[src/rtl/audio_pwm_modulator.sv]
// ---------------------------------------------------------------------------
// audio_pwm_modulator
//   Consumer end of the audio pulse-width stream. Duty samples arrive over a
//   valid/ready handshake into a one-entry holding register. At each frame
//   boundary a held sample becomes the new target duty. A soft-mute ramp moves
//   the applied level one step per frame toward the target or toward the muted
//   midscale level. Output changes only on frame boundaries, so the pin never
//   glitches.
//
// Ports
//   clk          in   system clock
//   resetn       in   synchronous active-low reset
//   mute         in   soft-mute request, level sensitive, acted on at frame boundary
//   in_valid     in   in_pw holds a sample
//   in_pw        in   duty sample, 0 .. 2**BITRES-1
//   in_ready     out  holding register empty
//   pwm_out      out  registered PWM pin, high while slot < level
//   frame_start  out  1-clk pulse on the first clock of each frame
//   underrun     out  1-clk pulse: frame started in RUN with no pending sample
//   muted        out  high while the FSM is in MUTED
// ---------------------------------------------------------------------------
module audio_pwm_modulator #(
  parameter int BITRES      = 4,
  parameter int CLKDIV      = 16,
  parameter int MUTED_LEVEL = 1 << (BITRES - 1)
) (
  input  logic              clk,
  input  logic              resetn,
  input  logic              mute,
  input  logic              in_valid,
  input  logic [BITRES-1:0] in_pw,
  output logic              in_ready,
  output logic              pwm_out,
  output logic              frame_start,
  output logic              underrun,
  output logic              muted
);

  localparam int DIV_W = (CLKDIV > 1) ? $clog2(CLKDIV) : 1;
  localparam logic [DIV_W-1:0]  DIV_LAST   = DIV_W'(CLKDIV - 1);
  localparam logic [BITRES-1:0] SLOT_LAST  = {BITRES{1'b1}};
  localparam logic [BITRES-1:0] LVL_MUTED  = BITRES'(MUTED_LEVEL);

  typedef enum logic [1:0] {
    ST_MUTED    = 2'd0,
    ST_FADE_IN  = 2'd1,
    ST_RUN      = 2'd2,
    ST_FADE_OUT = 2'd3
  } state_e;

  // One ramp step: move by one toward goal, or stay if already there.
  function automatic logic [BITRES-1:0] step_toward(input logic [BITRES-1:0] cur,
                                                    input logic [BITRES-1:0] goal);
    logic [BITRES-1:0] res;
    if (cur < goal) begin
      res = cur + BITRES'(1);
    end else if (cur > goal) begin
      res = cur - BITRES'(1);
    end else begin
      res = cur;
    end
    return res;
  endfunction

  logic [DIV_W-1:0]  div_q,       div_d;
  logic [BITRES-1:0] slot_q,      slot_d;
  logic [BITRES-1:0] level_q,     level_d;
  logic [BITRES-1:0] target_q,    target_d;
  logic [BITRES-1:0] pend_q,      pend_d;
  logic              pend_full_q, pend_full_d;
  state_e            state_q,     state_d;
  logic              pwm_q;
  logic              frame_start_q;
  logic              underrun_q;
  logic              muted_q;

  logic fb_s;
  logic accept_s;
  logic [BITRES-1:0] ramp_s;

  assign fb_s     = (div_q == DIV_LAST) && (slot_q == SLOT_LAST);
  assign accept_s = in_valid && !pend_full_q;

  // Divider and slot counters; slot advances when the divider wraps.
  always_comb begin
    div_d  = div_q;
    slot_d = slot_q;
    if (div_q == DIV_LAST) begin
      div_d  = '0;
      slot_d = slot_q + BITRES'(1);
    end else begin
      div_d  = div_q + DIV_W'(1);
    end
  end

  // Holding register. A boundary drains it into target; a handshake on the
  // boundary cycle itself can only happen when it was already empty, so it
  // refills for the following frame with no bypass into target.
  always_comb begin
    pend_d      = pend_q;
    pend_full_d = pend_full_q;
    target_d    = target_q;
    if (fb_s && pend_full_q) begin
      target_d    = pend_q;
      pend_full_d = 1'b0;
    end else begin
      target_d    = target_q;
    end
    if (accept_s) begin
      pend_d      = in_pw;
      pend_full_d = 1'b1;
    end else begin
      pend_d      = pend_q;
    end
  end

  // Mute/ramp FSM, evaluated only on frame boundaries against the updated target.
  // Entering a ramp takes its first step in the same boundary, so a ramp whose
  // start equals its goal completes immediately.
  always_comb begin
    state_d = state_q;
    level_d = level_q;
    ramp_s  = level_q;
    if (fb_s) begin
      case (state_q)
        ST_MUTED: begin
          if (!mute) begin
            ramp_s  = step_toward(LVL_MUTED, target_d);
            level_d = ramp_s;
            state_d = (ramp_s == target_d) ? ST_RUN : ST_FADE_IN;
          end else begin
            level_d = LVL_MUTED;
          end
        end
        ST_FADE_IN, ST_FADE_OUT: begin
          if (mute) begin
            ramp_s  = step_toward(level_q, LVL_MUTED);
            level_d = ramp_s;
            state_d = (ramp_s == LVL_MUTED) ? ST_MUTED : ST_FADE_OUT;
          end else begin
            ramp_s  = step_toward(level_q, target_d);
            level_d = ramp_s;
            state_d = (ramp_s == target_d) ? ST_RUN : ST_FADE_IN;
          end
        end
        ST_RUN: begin
          if (mute) begin
            ramp_s  = step_toward(level_q, LVL_MUTED);
            level_d = ramp_s;
            state_d = (ramp_s == LVL_MUTED) ? ST_MUTED : ST_FADE_OUT;
          end else begin
            level_d = target_d;
          end
        end
        default: begin
          state_d = ST_MUTED;
          level_d = LVL_MUTED;
        end
      endcase
    end else begin
      state_d = state_q;
    end
  end

  // State and output registers with synchronous active-low reset.
  always_ff @(posedge clk) begin
    if (!resetn) begin
      div_q         <= '0;
      slot_q        <= '0;
      level_q       <= LVL_MUTED;
      target_q      <= LVL_MUTED;
      pend_q        <= '0;
      pend_full_q   <= 1'b0;
      state_q       <= ST_MUTED;
      pwm_q         <= 1'b0;
      frame_start_q <= 1'b0;
      underrun_q    <= 1'b0;
      muted_q       <= 1'b1;
    end else begin
      div_q         <= div_d;
      slot_q        <= slot_d;
      level_q       <= level_d;
      target_q      <= target_d;
      pend_q        <= pend_d;
      pend_full_q   <= pend_full_d;
      state_q       <= state_d;
      // Compare uses the current counters, so the pin trails them by one clock
      // and the new level lines up with slot 0 on the frame_start clock.
      pwm_q         <= (slot_q < level_q);
      frame_start_q <= fb_s;
      underrun_q    <= fb_s && (state_q == ST_RUN) && !pend_full_q;
      muted_q       <= (state_d == ST_MUTED);
    end
  end

  assign in_ready    = !pend_full_q;
  assign pwm_out     = pwm_q;
  assign frame_start = frame_start_q;
  assign underrun    = underrun_q;
  assign muted       = muted_q;

endmodule
[config.mk]
export PLATFORM = sky130hd
export DESIGN_NAME = audio_pwm_modulator
export DESIGN_NICKNAME = d
export VERILOG_FILES = /design/src/rtl/audio_pwm_modulator.sv
export SDC_FILE = /design/constraint.sdc
export NUM_CORES = 1
export LEC_CHECK = 0
export CELL_PAD_IN_SITES_DETAIL_PLACEMENT = 2
export CELL_PAD_IN_SITES_GLOBAL_PLACEMENT = 2
export CORE_UTILIZATION = 32
export CTS_CLUSTER_SIZE = 28
export DETAILED_ROUTE_END_ITERATION = 6
export HOLD_SLACK_MARGIN = 0.06
export PLACE_DENSITY = 0.8
export REMOVE_ABC_BUFFERS = 1
export SLEW_MARGIN = 20
export SYNTH_ARGS = -nofsm -noshare
export SYNTH_HDL_FRONTEND = slang
export SYNTH_SLANG_ARGS = --single-unit
[constraint.sdc]
create_clock -name clk -period 3.5 [get_ports clk]
set_clock_uncertainty 0.1 [all_clocks]
set_input_delay 0.525 -clock clk [delete_from_list [all_inputs] [get_ports clk]]
set_output_delay 0.525 -clock clk [all_outputs]
set_load 0.01 [all_outputs]
After elaboration in Yosys (flattened, before gate mapping)
Cells that the tools add are included.
{ "totals": {"reg_bits": 27, "in_bits": 8} }
{ "op_classes": {"add_sub_neg": 4, "magnitude_cmp": 7, "eq_ne": 9, "n_mux": 33, "bitwise": 1, "n_reduce_logical": 11} }
{ "op_table": {"columns": ["operator", "n"], "rows": [
  ["$mux 4", 21],
  ["$eq 4x4->1 const B", 4],
  ["$mux 2", 8],
  ["$add 4x1->4 const B", 3],
  ["$pmux 4 s3", 1],
  ["$eq 4x4->1", 2],
  ["$lt 4x4->1", 2],
  ["$pmux 2 s3", 1],
  ["$logic_and 1x1->1", 5],
  ["$eq 2x2->1 const B", 2],
  ["$gt 4x4->1", 1],
  ["$gt 4x4->1 const A", 1],
  ["$gt 4x4->1 const B", 1],
  ["$logic_not 2->1", 2],
  ["$lt 4x4->1 const A", 1],
  ["$lt 4x4->1 const B", 1],
  ["$reduce_or 2->1", 2],
  ["$sub 4x1->4 const B", 1],
  ["$eq 2x1->1 const B", 1],
  ["$mux 1", 2],
  ["$reduce_bool 2->1", 1],
  ["$logic_not 1->1", 1],
  ["$not 1->1", 1]
]} }

Logic depth before layout (Yosys ltp)
Gate-level depths: netlist of the first run.
{ "logic_depth": {"word_depth": 16, "ltp_mapped": 14, "mapped_depth_nobuf": 14} }

Worst setup path before layout of the first run
No wires, ideal clock.
{ "synth_timing": {"kind": "register -> register", "start": "register div_q[0]", "end": "register level_q[3]", "setup_ps": 140, "t_arrival_ps": 3321, "required_time_ps": 3260, "setup_slack_ps": -61, "path_stages_with_launch": 14, "n_path_buf": 0, "cell_sequence": "dfxtp_1 -> ha_1 -> nand4_2 -> nor2_2 -> mux2_2 -> inv_1 -> ha_1 -> and2_1 -> and3_1 -> a221oi_4 -> a21oi_2 -> or3_1 -> a311oi_1 -> o221ai_1"} }
{ "synth_via": {"elab_chain_cells": 12, "elab_cells_between_ends": 22, "cone_classes": "order compare (4); eq/ne (1); mux (15); reduce/logical (2)"} }
{ "synth_rtl": {"columns": ["element", "line_no", "source"], "rows": [
  ["from (decl)", "65", "logic [DIV_W-1:0] div_q, div_d;"],
  ["from (signal assigned)", "180", "div_q <= div_d;"],
  ["$eq 4x4->1 (*)", "81", "assign fb_s = (div_q == DIV_LAST) && (slot_q == SLOT_LAST);"],
  ["$logic_and 1x1->1 (*)", "81", null],
  ["$logic_and 1x1->1", "103", "if (fb_s && pend_full_q) begin"],
  ["$mux 4", "103", null],
  ["$gt 4x4->1", "57", "end else if (cur > goal) begin"],
  ["$mux 4", "57", null],
  ["$mux 4", "55", "if (cur < goal) begin"],
  ["$mux 4 (on tied branches)", "136, 127", null],
  ["$mux 4", "125", "case (state_q)"],
  ["$mux 4", "124", "if (fb_s) begin"],
  ["$mux 4 (on tied branches)", "136, 127", null],
  ["$pmux 4 s3", "125", null],
  ["to (signal assigned)", "182", "level_q <= level_d;"],
  ["to (decl)", "67", "logic [BITRES-1:0] level_q, level_d;"]
]} }
Every way passes the cells marked *; elsewhere a longest branch is shown, timed or not. The select of a mux whose other input is x is not followed.
A chain may end at the register's enable or synchronous reset.

Worst setup path in the final report of the first run
{ "layout_timing": {"start": "register slot_q[1]", "end": "register state_q[0]"} }
{ "layout_via": {"elab_chain_cells": 15, "elab_cells_between_ends": 26, "cone_classes": "order compare (4); eq/ne (3); mux (17); reduce/logical (2)"} }
{ "layout_rtl": {"columns": ["element", "line_no", "source"], "rows": [
  ["from (decl)", "66", "logic [BITRES-1:0] slot_q, slot_d;"],
  ["from (signal assigned)", "181", "slot_q <= slot_d;"],
  ["$eq 4x4->1 (*)", "81", null],
  ["$logic_and 1x1->1 (*)", "81", null],
  ["$logic_and 1x1->1", "103", null],
  ["$mux 4", "103", null],
  ["$gt 4x4->1", "57", null],
  ["$mux 4", "57", null],
  ["$mux 4", "55", null],
  ["$mux 4 (on tied branches)", "136, 127", null],
  ["$mux 4", "125", null],
  ["$mux 4", "124", null],
  ["$eq 4x4->1 (on tied branches)", "143, 130", null],
  ["$mux 2 (on tied branches)", "143, 130", null],
  ["$mux 2 (on tied branches)", "136, 127", null],
  ["$pmux 2 s3", "125", null],
  ["$mux 2 (*)", "124", null],
  ["to (signal assigned)", "186", "state_q <= state_d;"],
  ["to (decl)", "71", "state_e state_q, state_d;"]
]} }
Marks and branches as above.

==> flow_summary.json, run 1 <==
{
  "avgSynthCellArea_um2": 8.35,
  "synth_top_family_by_area": "simple AND/OR/NAND/NOR gates",
  "worstSetupEndpointType": "flop",
  "place_inst": 326,
  "drc": 0,
  "setup_tns_ns": 0,
  "post-route-period-util_pct": 97.9,
  "via_per_inst": 5.68,
  "die_height_um": 80.2,
  "max-vdd-ir-drop_mv": 0.169,
  "die_area_um2": 6420,
  "critPathLaunchType": "flop",
  "synth_xor_area_share_pct": 6.08,
  "path_class": "flop to flop",
  "fmax_ghz": 0.292,
  "leakage_uw": 0.000958,
  "fin_util_pct": 40.8,
  "synth-simple-area-share_pct": 27.5,
  "muxShareOfSynthArea_pct": 5.25,
  "cts_buffers": 3,
  "seq_area_frac_synth_pct": 27.7,
  "io_buffers": 12,
  "syn_inst": 234,
  "mostFrequentLayoutCell": "dfxtp_1",
  "syn2layout_area_growth_pct": 23.5,
  "synth_compound_area_share_pct": 21.8,
  "cts.path.max_buffers": 2,
  "ys_ff_latch": 27,
  "grt_pass1_vias": 1886,
  "power_uw": 560,
  "async_flop_share_pct": 0,
  "track_usage_pct": 20.4,
  "overflow": 0,
  "layout.nets": 276,
  "num_rows": 28,
  "synth_top_cell_area_share_pct": 27.7,
  "die_x_um": 80.2,
  "synth.distinct_cells": 62,
  "cap_violations": 0,
  "h-tree-depth": 1,
  "synth_area_leader_cell": "dfxtp_1",
  "stdcell_count": 333,
  "start_util_pct": 33.0,
  "final-max-slew-violation-count": 0,
  "grt_pass1_wl_um": 9900,
  "hold_path.class": "flop to flop",
  "setup_viol_count_final": 0,
  "antenna_found_initial": 0,
  "fillers": 659,
  "gp_congestion": 0.805,
  "synth.area.top_cells": "dfxtp_1, ha_1, o21ai_0",
  "outcome": "complete, no violations",
  "synth_warnings": 0,
  "required_ns": 3.57,
  "detailedRoute.firstIterationViolations": 110,
  "cts_hold_buf": 0,
  "slew_headroom_pct": 66.4,
  "synth_edf_count": 0,
  "synth-main-ff-cell": "dfxtp_1",
  "grt_max_degree": 17,
  "p_per_area_nw_per_um2": 232,
  "synth-adder-area-share_pct": 6.34,
  "period_needed_ns": 3.42,
  "drive_above_1_share_pct": 24.4,
  "cts.sinks": 27,
  "antennaDiodeCount": 0,
  "drtAntennaViolNets": 0,
  "crit_fanout": 4,
  "finalHoldViolations": 0,
  "layout_common_cells": "dfxtp_1, buf_4, nand2_1",
  "clk_latency_ns": 0.28,
  "synth_area_um2": 1950,
  "dp_hpwl_um": 4750,
  "root_buffer": "clkbuf_8",
  "cts_tree": "yes",
  "vias": 1891,
  "drt_wl_total_um": 6770,
  "routedWlPerCell_um": 20.3,
  "worst_pin_slew_ns": 0.503,
  "cp.arrival_ns": 3.50,
  "ios": 13,
  "coreArea_um2": 5920,
  "cts.clk_slew.worst_paths_ns": 0.11,
  "firstDrtPassIters": 4
}
repair_timing:
item                                   in CTS  in global routing
pin swaps                                   1                  5
setup buffers                               1                  2
setup endpoints to repair                   3                  5
resized for setup                           2                 24
endpoints found under the hold margin       0                  0
Yosys cell counts (3+ instances only):
master,n
o21ai_0,17
or2_2,3
xnor2_1,9
nand3_1,12
and3_1,4
o31ai_1,3
and2_1,11
clkbuf_1,7
ha_1,9
inv_1,10
mux2i_1,8
a21oi_1,5
a31oi_1,6
nand2_1,19
nor2_1,10
dfxtp_1,27
nor2b_1,10
a211oi_1,3
nor3_1,4
worst max-delay path: stages, from the launching register on:
cell and delay (ns):
dfxtp_4 0.38, ha_2 0.19, nand3_2 0.12, nor2_4 0.17
mux2_4 0.34, inv_1 0.10, ha_2 0.31, and2_4 0.19
and3_1 0.21, a221oi_4 0.29, buf_6 0.16, nand2_1 0.10
a211oi_2 0.36, and3_1 0.21, a31oi_1 0.08
report_power, final:
part | switching (uW) | internal [uW] | total [uW] | leakage, uW
registers | 7.28 | 314 | 321 | 0.000221
logic | 19.4 | 22.2 | 41.6 | 0.000715
clock network | 116 | 81.0 | 197 | 0.0000217
total | 143 | 417 | 560 | 0.000958
layer usage:
metal	wire (um)	part of all wire, %	vias to the layer above	global-route usage [%]
li1	-	-	898	-
met1	3050	45	965	25.9
met2	3490	52	20	36.4
met3	117	1.7	8	1.82
met4	106	1.6	0	5.36
met5	0	0	-	0
final timing paths:
kind             start         end  slack (ns)  depth (start not counted)
min           div_q[0]    div_q[0]        0.35                          1
min reg2reg   div_q[0]    div_q[0]        0.35                          1
max          slot_q[1]  state_q[0]        0.08                         14
max reg2reg  slot_q[1]  state_q[0]        0.08                         14
state kept, by name, summed over array words and instances (netlist names):
signal       cells
slot_q           4
pend_q           4
level_q          4
underrun         1
frame_start      1
target_q         4
div_q            4
pwm_out          1
state_q          2
muted            1
pend_full_q      1
per-stage QoR:
stage          worst slack (ns)  hold WS (ns)  area, um2
2_1_floorplan           -0.0544         0.330       1890
3_3_place_gp              0.117         0.346       2230
5_1_grt                  -0.109         0.371       2410
4_1_cts                 0.00386         0.391       2300
3_5_place_dp            -0.0827         0.371       2230
6_report                 0.0751         0.348       2410
cell type report:
class	count	area (um2)	area share (%)
timing repair buffer	32	274	11.4
sequential	27	548	22.7
multi-input combinational	184	1410	58.3
clock inverter	1	7.51	0.311
tap	75	93.8	3.89
inverter	11	41.3	1.71
clock buffer	3	41.3	1.71
cells by family after synthesis:
| group | after synthesis |
|---|---|
| adder cells (fa/ha/maj) | 10 |
| XOR/XNOR | 12 |
| buffers and inverters | 23 |
| flip-flops | 27 |
| AO/OA/AOI/OAI | 58 |
| AND/OR/NAND/NOR | 94 |
| multiplexers | 10 |
Power figures use the tool's default switching activity.
==> run 2: changes to the inputs <==
--- a/config.mk
+++ b/config.mk
@@ -10,7 +10,7 @@
 export CORE_UTILIZATION = 32
 export CTS_CLUSTER_SIZE = 28
 export DETAILED_ROUTE_END_ITERATION = 6
-export HOLD_SLACK_MARGIN = 0.06
+export HOLD_SLACK_MARGIN = 0.15
 export PLACE_DENSITY = 0.8
 export REMOVE_ABC_BUFFERS = 1
 export SLEW_MARGIN = 20
==> results of run 2 <==
Same layout as run 1: the final DEF is identical, and so are final timing and power.
==> run 3: changes to the inputs <==
--- a/config.mk
+++ b/config.mk
@@ -7,6 +7,7 @@
 export LEC_CHECK = 0
 export CELL_PAD_IN_SITES_DETAIL_PLACEMENT = 2
 export CELL_PAD_IN_SITES_GLOBAL_PLACEMENT = 2
+export CORE_MARGIN = 10
 export CORE_UTILIZATION = 32
 export CTS_CLUSTER_SIZE = 28
 export DETAILED_ROUTE_END_ITERATION = 6
==> run 3 against run 2 <==
Effect of this change:
- die area rose by 50%
- worst setup slack got worse by 0.041 ns
- wire length rose by 11%
- sequential share of layout area fell by 0.39 points
- hold slack improved by 0.042 ns
- critical path depth fell by 1
- final cell count fell by 0.30%
- fmax fell by 1.2%
- non-clock buffer count fell by 1
- critical endpoint is now level_q[3]
- largest cell class unchanged
==> flow_summary.json, run 3 (same netlist as run 1, synthesis figures left out) <==
{
  "setup_tns_ns": 0,
  "place_ws_ns": -0.236,
  "die_x_um": 98.2,
  "ios": 13,
  "firstDrtPassIters": 4,
  "clk_latency_ns": 0.29,
  "switching_share_pct": 25.7,
  "required_ns": 3.54,
  "antenna_found_initial": 0,
  "cts.sinks": 27,
  "power_uw": 572,
  "fmax_ghz": 0.289,
  "antennaDiodeCount": 0,
  "coreArea_um2": 5920,
  "h-tree-depth": 1,
  "finalHoldViolations": 0,
  "fin_util_pct": 41.5,
  "overflow": 0,
  "p_clk_share_pct": 34.9,
  "layout.nets": 275,
  "dp_hpwl_um": 4900,
  "routedWlPerCell_um": 22.7,
  "p_comb_share_pct": 8.9,
  "cts_tree": "yes",
  "mostFrequentLayoutCell": "dfxtp_1",
  "drc": 0,
  "dpl-instance-area_um2": 2220,
  "final_cell_area_um2": 2460,
  "seq_area_um2": 548,
  "num_rows": 28,
  "root_buffer": "clkbuf_8",
  "slew_headroom_pct": 52.6,
  "syn2layout_area_growth_pct": 25.7,
  "p_per_area_nw_per_um2": 233,
  "cts.clk_slew.worst_paths_ns": 0.11,
  "grt_pass1_vias": 2005,
  "outcome": "complete, no violations",
  "die_height_um": 98.2,
  "worst_pin_slew_ns": 0.710,
  "drive_above_1_share_pct": 26.1,
  "path_class": "flop to flop",
  "fin_ws_ns": 0.0338,
  "hold_path.class": "flop to flop",
  "critPathLaunchType": "flop",
  "grt_max_degree": 26,
  "grt_pass1_wl_um": 10700,
  "cp.arrival_ns": 3.51,
  "fillers": 655,
  "crit_fanout": 4,
  "post-route-period-util_pct": 99.0,
  "pwr-share-seq_pct": 56.2,
  "leakage_uw": 0.000960,
  "track_usage_pct": 13.2,
  "setup_viol_count_final": 0,
  "via_per_inst": 5.81,
  "drtAntennaViolNets": 0,
  "gp_congestion": 0.842,
  "cts.path.max_buffers": 2,
  "start_util_pct": 33.0,
  "max-vdd-ir-drop_mv": 0.132,
  "worstSetupEndpointType": "flop",
  "cts_hold_buf": 0,
  "multi_input_comb_area_um2": 1460,
  "vias": 1929,
  "final-max-slew-violation-count": 0,
  "layout_common_cells": "dfxtp_1, nand2_1, buf_4",
  "io_buffers": 12,
  "period_needed_ns": 3.47,
  "die_area_um2": 9630,
  "intPower_uw": 425,
  "switchingPower_uw": 147,
  "drt_wl_total_um": 7520,
  "cts_buffers": 3,
  "cap_violations": 0,
  "detailedRoute.firstIterationViolations": 91
}
==> run 3: power by group through the flow <==
| stage | sequential, uW | combinational (uW) | clock (uW) |
|---|---|---|---|
| 2_1_floorplan | 327 | 16.4 | 0 |
| 3_3_place_gp | 327 | 40.0 | 0 |
| 3_5_place_dp | 327 | 42.2 | 0 |
| 4_1_cts | 321 | 42.5 | 199 |
| 5_1_grt | 323 | 55.4 | 222 |
| 6_report | 322 | 50.9 | 199 |
==> run 3: layout make-up <==
class	instances	share of cell area, %
tap	75	3.82
inverter	11	1.68
sequential	27	22.3
clock inverter	1	0.357
clock buffer	3	1.68
timing repair buffer	31	10.9
multi-input combinational	184	59.3
==> run 3: what timing repair did <==
item / 4_1_cts / 5_1_grt
gates resized for setup: 14 / 20
buffers inserted: 1 / 3
gates cloned: 0 / 0
endpoints found under the setup margin: 5 / 5
pin swaps: 6 / 10
==> run 3: metrics by stage <==
| step | cells | hold slack [ns] |
|---|---|---|
| 2_1_floorplan | 222 | 0.330 |
| 3_3_place_gp | 324 | 0.345 |
| 3_5_place_dp | 324 | 0.357 |
| 4_1_cts | 329 | 0.339 |
| 5_1_grt | 332 | 0.407 |
| 6_report | 332 | 0.389 |
==> run 3: critical path, cell delays in order, from the launching register on <==
cell and delay (ns):
dfxtp_2 0.39, ha_4 0.17, nand4_4 0.12, nor2_4 0.16, mux2_4 0.34, inv_1 0.09
ha_2 0.31, and2_4 0.19, and3_1 0.22, a221oi_4 0.29, a21oi_2 0.11, or3_1 0.33
a311oi_2 0.30, o221ai_1 0.20
==> run 3: layer usage <==
| layer | track usage, % | part of all wire, % | vias to the layer above |
|---|---|---|---|
| li1 | - | - | 896 |
| met5 | 0 | 0 | - |
| met4 | 4.08 | 3.7 | 0 |
| met1 | 16.0 | 42 | 965 |
| met2 | 24.0 | 51 | 48 |
| met3 | 1.20 | 2.8 | 20 |
==> run 3: final timing paths <==
| path | start | to | slack, ns | cells after the start |
|---|---|---|---|---|
| worst min register to register | div_q[0] | div_q[0] | 0.39 | 1 |
| worst max-delay path | div_q[0] | level_q[3] | 0.03 | 13 |
| worst min-delay path | div_q[0] | div_q[0] | 0.39 | 1 |
| worst max register to register | div_q[0] | level_q[3] | 0.03 | 13 |
